**src/rtl/iot_pkg.sv**
```systemverilog
// Shared constants and types for the IoT event transmitter.
package iot_pkg;

    localparam int N_DEV_DEFAULT = 8;
    localparam int CW_DEFAULT    = 8;
    localparam int IDX_W_DEFAULT = $clog2(N_DEV_DEFAULT);

    typedef logic [IDX_W_DEFAULT-1:0] dev_idx_t;

endpackage

```
**src/rtl/rr_arbiter.sv**
```systemverilog
// Combinational round-robin arbiter: grants the first request at or after ptr.
module rr_arbiter #(
    parameter int N = 8
) (
    input  logic [N-1:0]         req,
    input  logic [$clog2(N)-1:0] ptr,
    input  logic                 en,
    output logic                 gnt_valid,
    output logic [$clog2(N)-1:0] gnt_idx
);

    localparam int IW = $clog2(N);

    logic [IW-1:0] k;

    always_comb begin
        gnt_valid = 1'b0;
        gnt_idx   = '0;
        k         = ptr;
        for (int i = 0; i < N; i++) begin
            if (en && !gnt_valid && req[k]) begin
                gnt_valid = 1'b1;
                gnt_idx   = k;
            end
            k = (k == IW'(N - 1)) ? '0 : k + 1'b1;
        end
    end

endmodule

```
**src/rtl/iot_event_tx.sv**
```systemverilog
// Detects per-device on/off transitions and serialises them as
// one change/on_off event per cycle with round-robin fairness.
module iot_event_tx
    import iot_pkg::*;
#(
    parameter int N_DEV = N_DEV_DEFAULT,
    parameter int CW    = CW_DEFAULT
) (
    input  logic                     clk,
    input  logic                     rst,
    input  logic [N_DEV-1:0]         dev_status,
    input  logic                     hold,
    output logic                     change,
    output logic                     on_off,
    output logic [$clog2(N_DEV)-1:0] dev_idx,
    output logic [N_DEV-1:0]         pending,
    output logic [CW-1:0]            active_cnt
);

    localparam int IW = $clog2(N_DEV);

    logic [N_DEV-1:0] status_q;
    logic [N_DEV-1:0] reported_q, reported_d;
    logic [IW-1:0]    ptr_q, ptr_d;
    logic [CW-1:0]    cnt_q, cnt_d;
    logic             change_q, change_d;
    logic             on_off_q, on_off_d;
    logic [IW-1:0]    idx_q, idx_d;
    logic [N_DEV-1:0] pend_q, pend_d;

    logic [N_DEV-1:0] diff;
    logic             gnt_valid;
    logic [IW-1:0]    gnt_idx;

    assign diff = status_q ^ reported_q;

    rr_arbiter #(.N(N_DEV)) u_arb (
        .req       (diff),
        .ptr       (ptr_q),
        .en        (!hold),
        .gnt_valid (gnt_valid),
        .gnt_idx   (gnt_idx)
    );

    always_comb begin
        reported_d = reported_q;
        ptr_d      = ptr_q;
        cnt_d      = cnt_q;
        change_d   = 1'b0;
        on_off_d   = 1'b0;
        idx_d      = '0;
        if (gnt_valid) begin
            reported_d[gnt_idx] = status_q[gnt_idx];
            change_d            = 1'b1;
            on_off_d            = status_q[gnt_idx];
            idx_d               = gnt_idx;
            cnt_d = status_q[gnt_idx] ? cnt_q + CW'(1) : cnt_q - CW'(1);
            ptr_d = (gnt_idx == IW'(N_DEV - 1)) ? '0 : gnt_idx + 1'b1;
        end
        // A granted device drops out of the mask in the cycle its event shows.
        pend_d = status_q ^ reported_d;
    end

    always_ff @(posedge clk) begin
        if (rst) begin
            status_q   <= '0;
            reported_q <= '0;
            ptr_q      <= '0;
            cnt_q      <= '0;
            change_q   <= 1'b0;
            on_off_q   <= 1'b0;
            idx_q      <= '0;
            pend_q     <= '0;
        end else begin
            status_q   <= dev_status;
            reported_q <= reported_d;
            ptr_q      <= ptr_d;
            cnt_q      <= cnt_d;
            change_q   <= change_d;
            on_off_q   <= on_off_d;
            idx_q      <= idx_d;
            pend_q     <= pend_d;
        end
    end

    assign change     = change_q;
    assign on_off     = on_off_q;
    assign dev_idx    = idx_q;
    assign pending    = pend_q;
    assign active_cnt = cnt_q;

endmodule

```
**config.mk**
```make
export PLATFORM = sky130hd
export DESIGN_NAME = iot_event_tx
export DESIGN_NICKNAME = d
export VERILOG_FILES = /design/src/rtl/iot_pkg.sv /design/src/rtl/rr_arbiter.sv /design/src/rtl/iot_event_tx.sv
export SDC_FILE = /design/constraint.sdc
export NUM_CORES = 1
export LEC_CHECK = 0
export ABC_AREA = 1
export ABC_CLOCK_PERIOD_IN_PS = 7500
export CAP_MARGIN = 20
export CORE_AREA = 8 8 83 85
export CTS_CLUSTER_DIAMETER = 150
export DETAILED_ROUTE_END_ITERATION = 7
export DIE_AREA = 0 0 91 93
export PLACE_DENSITY = 0.81
export SLEW_MARGIN = 20
export SYNTH_ARGS = -nofsm -noshare
export SYNTH_HDL_FRONTEND = slang
export SYNTH_SLANG_ARGS = --single-unit
```
**constraint.sdc**
```tcl
create_clock -name clk -period 7.5 [get_ports clk]
set_input_delay 1.125 -clock clk [delete_from_list [all_inputs] [get_ports clk]]
set_output_delay 1.125 -clock clk [all_outputs]
set_load 0.005 [all_outputs]
```
==> flow_metrics.tcl, run 1 <==
set metrics [dict create \
    outcome "completed" \
    cts_htree_levels 2 \
    drcViolationCount 0 \
    syn_to_final_growth_pct 15.56 \
    yosysMostFrequentCell "nand2_1" \
    ys_dominant_reg_cell "dfxtp_1" \
    drtPass1Iterations 5 \
    initial_standard_cell_utilization_of_the_core_pct 51.98 \
    timing.critical_path.from_type "register" \
    cp_slowest_stage_delay_ns 0.65 \
    synthesis.area_per_instance_um2 6.277 \
    ioPinCount 32 \
    critical_path.endpoint "active_cnt[6]$_SDFFE_PP0N_" \
    netlist_top_cells_count "nand2_1, nand3_1, inv_1, nor2_1, dfxtp_1" \
    insertion_delay_ns 0.29 \
    yosys.area.top_type "dfxtp_1" \
    antennaDiodeCount 0 \
    setup_viol 0 \
    number_of_enable_type_register_cells_in_the_synthesized_netlist 0 \
    critical_path.startpoint "ptr_q[0]$_SDFFE_PP0N_" \
    period_share_pct 63.04 \
    grt.overflow.total 0 \
    drv_slew 0 \
    cp_slowest_cell "dfxtp_1" \
    tritoncts "built" \
    synthTopCellsByArea "dfxtp_1, nand2_1, nand3_1" \
    async_reset_ff_share_pct 0 \
    max-cap-violations 0 \
    cts_root_buffer "clkbuf_8" \
    die_h_um 93 \
    fin_tns_setup_ns 0 \
    timing.rr.start "ptr_q[0]$_SDFFE_PP0N_" \
    unrepaired_setup_endpoints_after_global_routing "false" \
    synth.distinct_cells 38 \
    viasPerCell 5.323 \
    ys_ff_latch 40 \
    grt_start_max_net_pins 25 \
    ant_nets 0 \
    netlist_instances 470 \
    tritoncts.num_buffers 5 \
    synth.net_count 490 \
    grt_pass1_vias 2943 \
    number_of_vias_after_detailed_routing 3061 \
    placed_wire_length_estimate_mm 6.043 \
    final_net_count 519 \
    worst-setup-path-type "reg -> reg" \
    cts_repair_resize_count 0 \
    max_freq_ghz 0.2115 \
    finalHoldViolations 0 \
    initialDrtViolationCount 167 \
    finClkSkew_ns 0.008769 \
    port-buffer-count 31 \
    core-area_um2 5675 \
    worst-endpoint-arrival_ns 4.92 \
    track_usage_pct 18.35 \
    die_w_um 91 \
    critPathCaptureType "register" \
    worst-path-max-fanout 17 \
    netlist_area_um2 2950 \
    slew_headroom_pct 43.18 \
    grt_pass1_wl_mm 13.30 \
    clockBufferDepth 2 \
    place_congestion 0.9642 \
    holdBufCountCts 0 \
    minimum_clock_period_ns 4.728 \
    antenna_found_initial 0 \
    drt-wirelength-per-cell_um 13.49 \
    final_layout_size_suffix_gt1_share_pct 9.000 \
    fp-row-count 28 \
    synth-seq-area-share_pct 27.14 \
    critical-path-top-cell-by-count "nand2_1" \
    hold_crit_class "reg -> reg" \
    worst-r2r-cell-count 29 \
    clk_transition_reported_paths_ns 0.08 \
    holdPathStages 1 \
    clock_sinks 40 \
    worst_reg_to_reg_setup_slack_ns 2.77 \
    fp.dieArea_um2 8463 \
    max_slew.worst_pin.slew_ns 0.8496 \
    ys.warnings.count 0 \
    crit_required_ns 7.69 \
    synth_largest_type_area_fraction_pct 27.14 \
    regToRegEndpoint "active_cnt[6]$_SDFFE_PP0N_" \
    cts_setup_buffers 0 \
    detail_route.wirelength_mm 7.754 \
]
## cells by family (layout without fill, tap and decap cells)
group	after synthesis	in the layout	share of synthesized area, %
flops	40	40	27.14
xor+xnor	4	4	1.442
simple gates	279	279	45.17
compound gates	60	60	11.49
fa+ha+maj	9	9	3.817
buf+inv	78	108	10.94
## critical path: cells and delay by family, from the launching register on
kind,cells,cell delay (ns)
xor+xnor,2,0.46
simple gates,19,2.41
compound gates,1,0.12
buf+inv,4,0.26
fa+ha+maj,3,0.71
flops,1,0.65
## flip-flops by register name, summed over array words and instances (netlist names)
register and count:
dev_idx 3, status_q 8, reported_q 8, pending 8, change 1, active_cnt 8, ptr_q 3, on_off 1
## per-layer routing
layer / vias to the layer above / wire (um) / track usage [%] / share of wire (%)
met5: - / 0 / 0 / 0
met4: 0 / 338 / 9.550 / 4.4
met3: 30 / 339 / 2.484 / 4.4
met2: 91 / 3516 / 30.65 / 45
met1: 1364 / 3559 / 22.63 / 46
li1: 1576 / - / - / -
## placed cells by master, fill, tap and decap left out
cell / netlist / final
bufinv_16: 0 / 1
a31oi_1: 1 / 1
ha_1: 9 / 9
o21ai_2: 2 / 2
nand3_1: 73 / 73
nor4_1: 1 / 1
clkdlybuf4s50_1: 0 / 31
nor2_2: 1 / 1
nor3_1: 4 / 4
o21ai_1: 9 / 9
nor2_8: 1 / 1
xor2_1: 1 / 1
nand3_4: 1 / 1
clkinv_4: 0 / 2
dfxtp_1: 40 / 40
nand3b_1: 4 / 4
nand4_1: 3 / 3
or2_0: 1 / 1
nand2_1: 124 / 124
xnor2_1: 2 / 2
inv_2: 9 / 9
clkbuf_8: 0 / 5
o211ai_1: 2 / 2
o21a_1: 5 / 5
nor2_4: 2 / 2
nand3_2: 7 / 7
inv_4: 1 / 1
nand2_2: 8 / 8
clkinv_1: 1 / 1
inv_1: 58 / 58
o22ai_1: 1 / 1
nor2_1: 45 / 45
nand2_4: 2 / 2
xor2_2: 1 / 1
nand4_4: 2 / 2
a21oi_1: 21 / 21
o21ai_0: 16 / 16
o41ai_1: 3 / 3
## final cells by class
type / instances / area (um2)
clock buffer: 5 / 68.82
tap: 75 / 93.84
multi-input combinational: 352 / 1827
inverter: 69 / 261.5
fill: 550 / 2266
timing repair buffer: 31 / 310.3
sequential: 40 / 800.8
clock inverter: 3 / 47.55
## how the worst min path moves through the flow
stage	endpoint	from	slack (ns)
global route	pending[3]$_SDFF_PP0_	status_q[3]$_SDFF_PP0_	0.54
CTS	pending[3]$_SDFF_PP0_	status_q[3]$_SDFF_PP0_	0.49
detailed placement	pending[3]$_SDFF_PP0_	status_q[3]$_SDFF_PP0_	0.48
floorplan	pending[2]$_SDFF_PP0_	status_q[2]$_SDFF_PP0_	0.44
finish	pending[3]$_SDFF_PP0_	status_q[3]$_SDFF_PP0_	0.49
global placement	pending[3]$_SDFF_PP0_	status_q[3]$_SDFF_PP0_	0.48
## through the flow
step | hold WS (ns) | setup WS [ns] | util [%] | instances | instance area (um2)
after global routing | 0.5356 | 2.315 | 60.08 | 575 | 3410
after detailed placement | 0.4778 | 2.632 | 58.02 | 567 | 3293
after global placement | 0.4773 | 2.779 | 58.02 | 567 | 3293
after CTS | 0.4940 | 2.786 | 60.08 | 575 | 3410
after floorplan | 0.4432 | 3.745 | - | 470 | 2950
final | 0.4938 | 2.772 | 60.08 | 575 | 3410
Power of run 1 is not shown: default switching activity piles up to over one toggle a cycle in this logic, so the estimate is an artifact.
==> run 2: changes to the inputs <==
--- a/config.mk
+++ b/config.mk
@@ -6,13 +6,13 @@
 export NUM_CORES = 1
 export LEC_CHECK = 0
 export ABC_AREA = 1
-export ABC_CLOCK_PERIOD_IN_PS = 7500
+export ABC_CLOCK_PERIOD_IN_PS = 3900
 export CAP_MARGIN = 20
-export CORE_AREA = 8 8 83 85
+export CORE_AREA = 8 8 85 87
 export CTS_CLUSTER_DIAMETER = 150
 export DETAILED_ROUTE_END_ITERATION = 7
-export DIE_AREA = 0 0 91 93
-export PLACE_DENSITY = 0.81
+export DIE_AREA = 0 0 93 95
+export PLACE_DENSITY = 0.8
 export SLEW_MARGIN = 20
 export SYNTH_ARGS = -nofsm -noshare
 export SYNTH_HDL_FRONTEND = slang
==> constraint.sdc (replaced) <==
create_clock -name clk -period 3.9 [get_ports clk]
set_input_delay 0.585 -clock clk [delete_from_list [all_inputs] [get_ports clk]]
set_output_delay 0.585 -clock clk [all_outputs]
set_load 0.005 [all_outputs]
==> run 2 against run 1 <==
Against the previous run:
- routed wire length up 16%
- largest cell class unchanged
- first-iteration DRC count increased by 55%
- critical path depth up 2
- global-route usage grew 1.7 points
- non-clock buffer count rose by 38
- core utilization up 8.8 points
- fmax up 25%
==> flow_metrics.tcl, run 2 (synthesis results as in run 1) <==
set metrics [dict create \
    tritoncts.num_buffers 5 \
    worst-path-max-fanout 6 \
    slew_headroom_pct 66.35 \
    timing.critical_path.from_type "register" \
    grt_pass1_vias 3113 \
    syn_to_final_growth_pct 35.75 \
    minimum_clock_period_ns 3.797 \
    tritoncts "built" \
    port-buffer-count 31 \
    cp_slowest_stage_delay_ns 0.37 \
    crit_required_ns 4.09 \
    die_h_um 95 \
    placed_wire_length_estimate_mm 6.663 \
    initial_standard_cell_utilization_of_the_core_pct 50.73 \
    core-area_um2 5816 \
    drt-wirelength-per-cell_um 14.63 \
    critPathCaptureType "register" \
    grt_start_max_net_pins 25 \
    max-cap-violations 0 \
    worst-endpoint-arrival_ns 3.99 \
    unrepaired_setup_endpoints_after_global_routing "true" \
    viasPerCell 5.320 \
    insertion_delay_ns 0.30 \
    clock_sinks 40 \
    finalHoldViolations 0 \
    detail_route.wirelength_mm 8.968 \
    antenna_found_initial 0 \
    max_slew.worst_pin.slew_ns 0.4982 \
    track_usage_pct 20.03 \
    max_freq_ghz 0.2633 \
    clockBufferDepth 2 \
    final_layout_size_suffix_gt1_share_pct 24.91 \
    grt_pass1_wl_mm 14.31 \
    place_worst_setup_slack_ns -0.1511 \
    layout_setup_ws_ns 0.1026 \
    die_w_um 93 \
    initialDrtViolationCount 259 \
    holdBufCountCts 0 \
    worst-setup-path-type "reg -> reg" \
    final_cell_mix "nand2_1, nand3_1, inv_1, nor2_1, dfxtp_1" \
    drcViolationCount 0 \
    final_net_count 557 \
    layout.core_utilization_pct 68.87 \
    ant_nets 0 \
    layout_filler_cell_count 503 \
    number_of_vias_after_detailed_routing 3261 \
    place_congestion 0.9812 \
    layout_commonest_cell "nand2_1" \
    critical-path-top-cell-by-count "nand2_2" \
    period_share_pct 97.37 \
    ioPinCount 32 \
    fp.dieArea_um2 8835 \
    hold_ws_ns 0.4955 \
    drtPass1Iterations 5 \
    grt.overflow.total 0 \
    antennaDiodeCount 0 \
    fp-row-count 28 \
    cp_slowest_cell "dfxtp_4" \
    clk_transition_reported_paths_ns 0.08 \
    sequential_cell_area_um2 809.5 \
    cts_root_buffer "clkbuf_8" \
    finClkSkew_ns 0.007196 \
    multiInputGateArea_um2 2112 \
    setup_viol 0 \
    hold_crit_class "reg -> reg" \
    outcome "completed" \
    cts_htree_levels 2 \
    drv_slew 0 \
]
-- run 2: cell count changes in the layout (fill, tap and decap cells not counted), moves of 6 or more --
cell / before / now
nand3_1: 73 / 60
nor2_1: 45 / 38
ha_1: 9 / 3
nand3_2: 7 / 14
nand3_4: 1 / 7
nand2_1: 124 / 109
nand2_2: 8 / 18
nor2_2: 1 / 8
buf_4: 0 / 35
-- run 2: layer usage --
metal | up-vias | GRT usage (%) | part of all wire [%] | routed length [um]
met3 | 24 | 3.175 | 4.7 | 419
met2 | 104 | 32.49 | 48 | 4303
li1 | 1659 | - | - | -
met1 | 1474 | 24.42 | 44 | 3954
met5 | - | 0 | 0 | 0
met4 | 0 | 12.35 | 3.2 | 290
-- run 2: worst max-delay path, delay by kind of cell (launching register included) --
family          cells  cell delay (ns)
xor+xnor            2             0.37
simple gates       19             1.84
compound gates      1             0.15
fa+ha+maj           3             0.60
flops               1             0.37
buf+inv             6             0.34
-- run 2: path summary, 6_finish.rpt --
check	startpoint	endpoint	slack [ns]	cells past startpoint
worst max-delay path	ptr_q[1]$_SDFFE_PP0N_	active_cnt[6]$_SDFFE_PP0N_	0.10	31
worst max register to register	ptr_q[1]$_SDFFE_PP0N_	active_cnt[6]$_SDFFE_PP0N_	0.10	31
worst min-delay path	status_q[3]$_SDFF_PP0_	pending[3]$_SDFF_PP0_	0.50	1
worst min register to register	status_q[3]$_SDFF_PP0_	pending[3]$_SDFF_PP0_	0.50	1
-- run 2: cell type report --
class                   count  area share (%)
multi-input cells         352           52.73
flip-flops and latches     40           20.21
repair buffers             69           15.25
inverters                  69           6.592
well taps                  75           2.343
clock buffers               5           1.718
clock inverters             3           1.156
-- run 2: repair_timing --
| action | 4_1_cts | 5_1_grt |
|---|---|---|
| resized for setup | 16 | 57 |
| endpoints found under the setup margin | 5 | 10 |
| buffers inserted | 3 | 11 |
| pin swaps | 3 | 28 |
-- run 2: metrics by stage --
stage	instance area [um2]	TNS (ns)	cells
final	4005	0	613
after global routing	4005	-0.4673	613
after CTS	3699	0	602
after detailed placement	3473	-0.3289	591
after global placement	3473	-0.02763	591
after floorplan	2950	0	470
Power of run 2 is left out for the same reason.
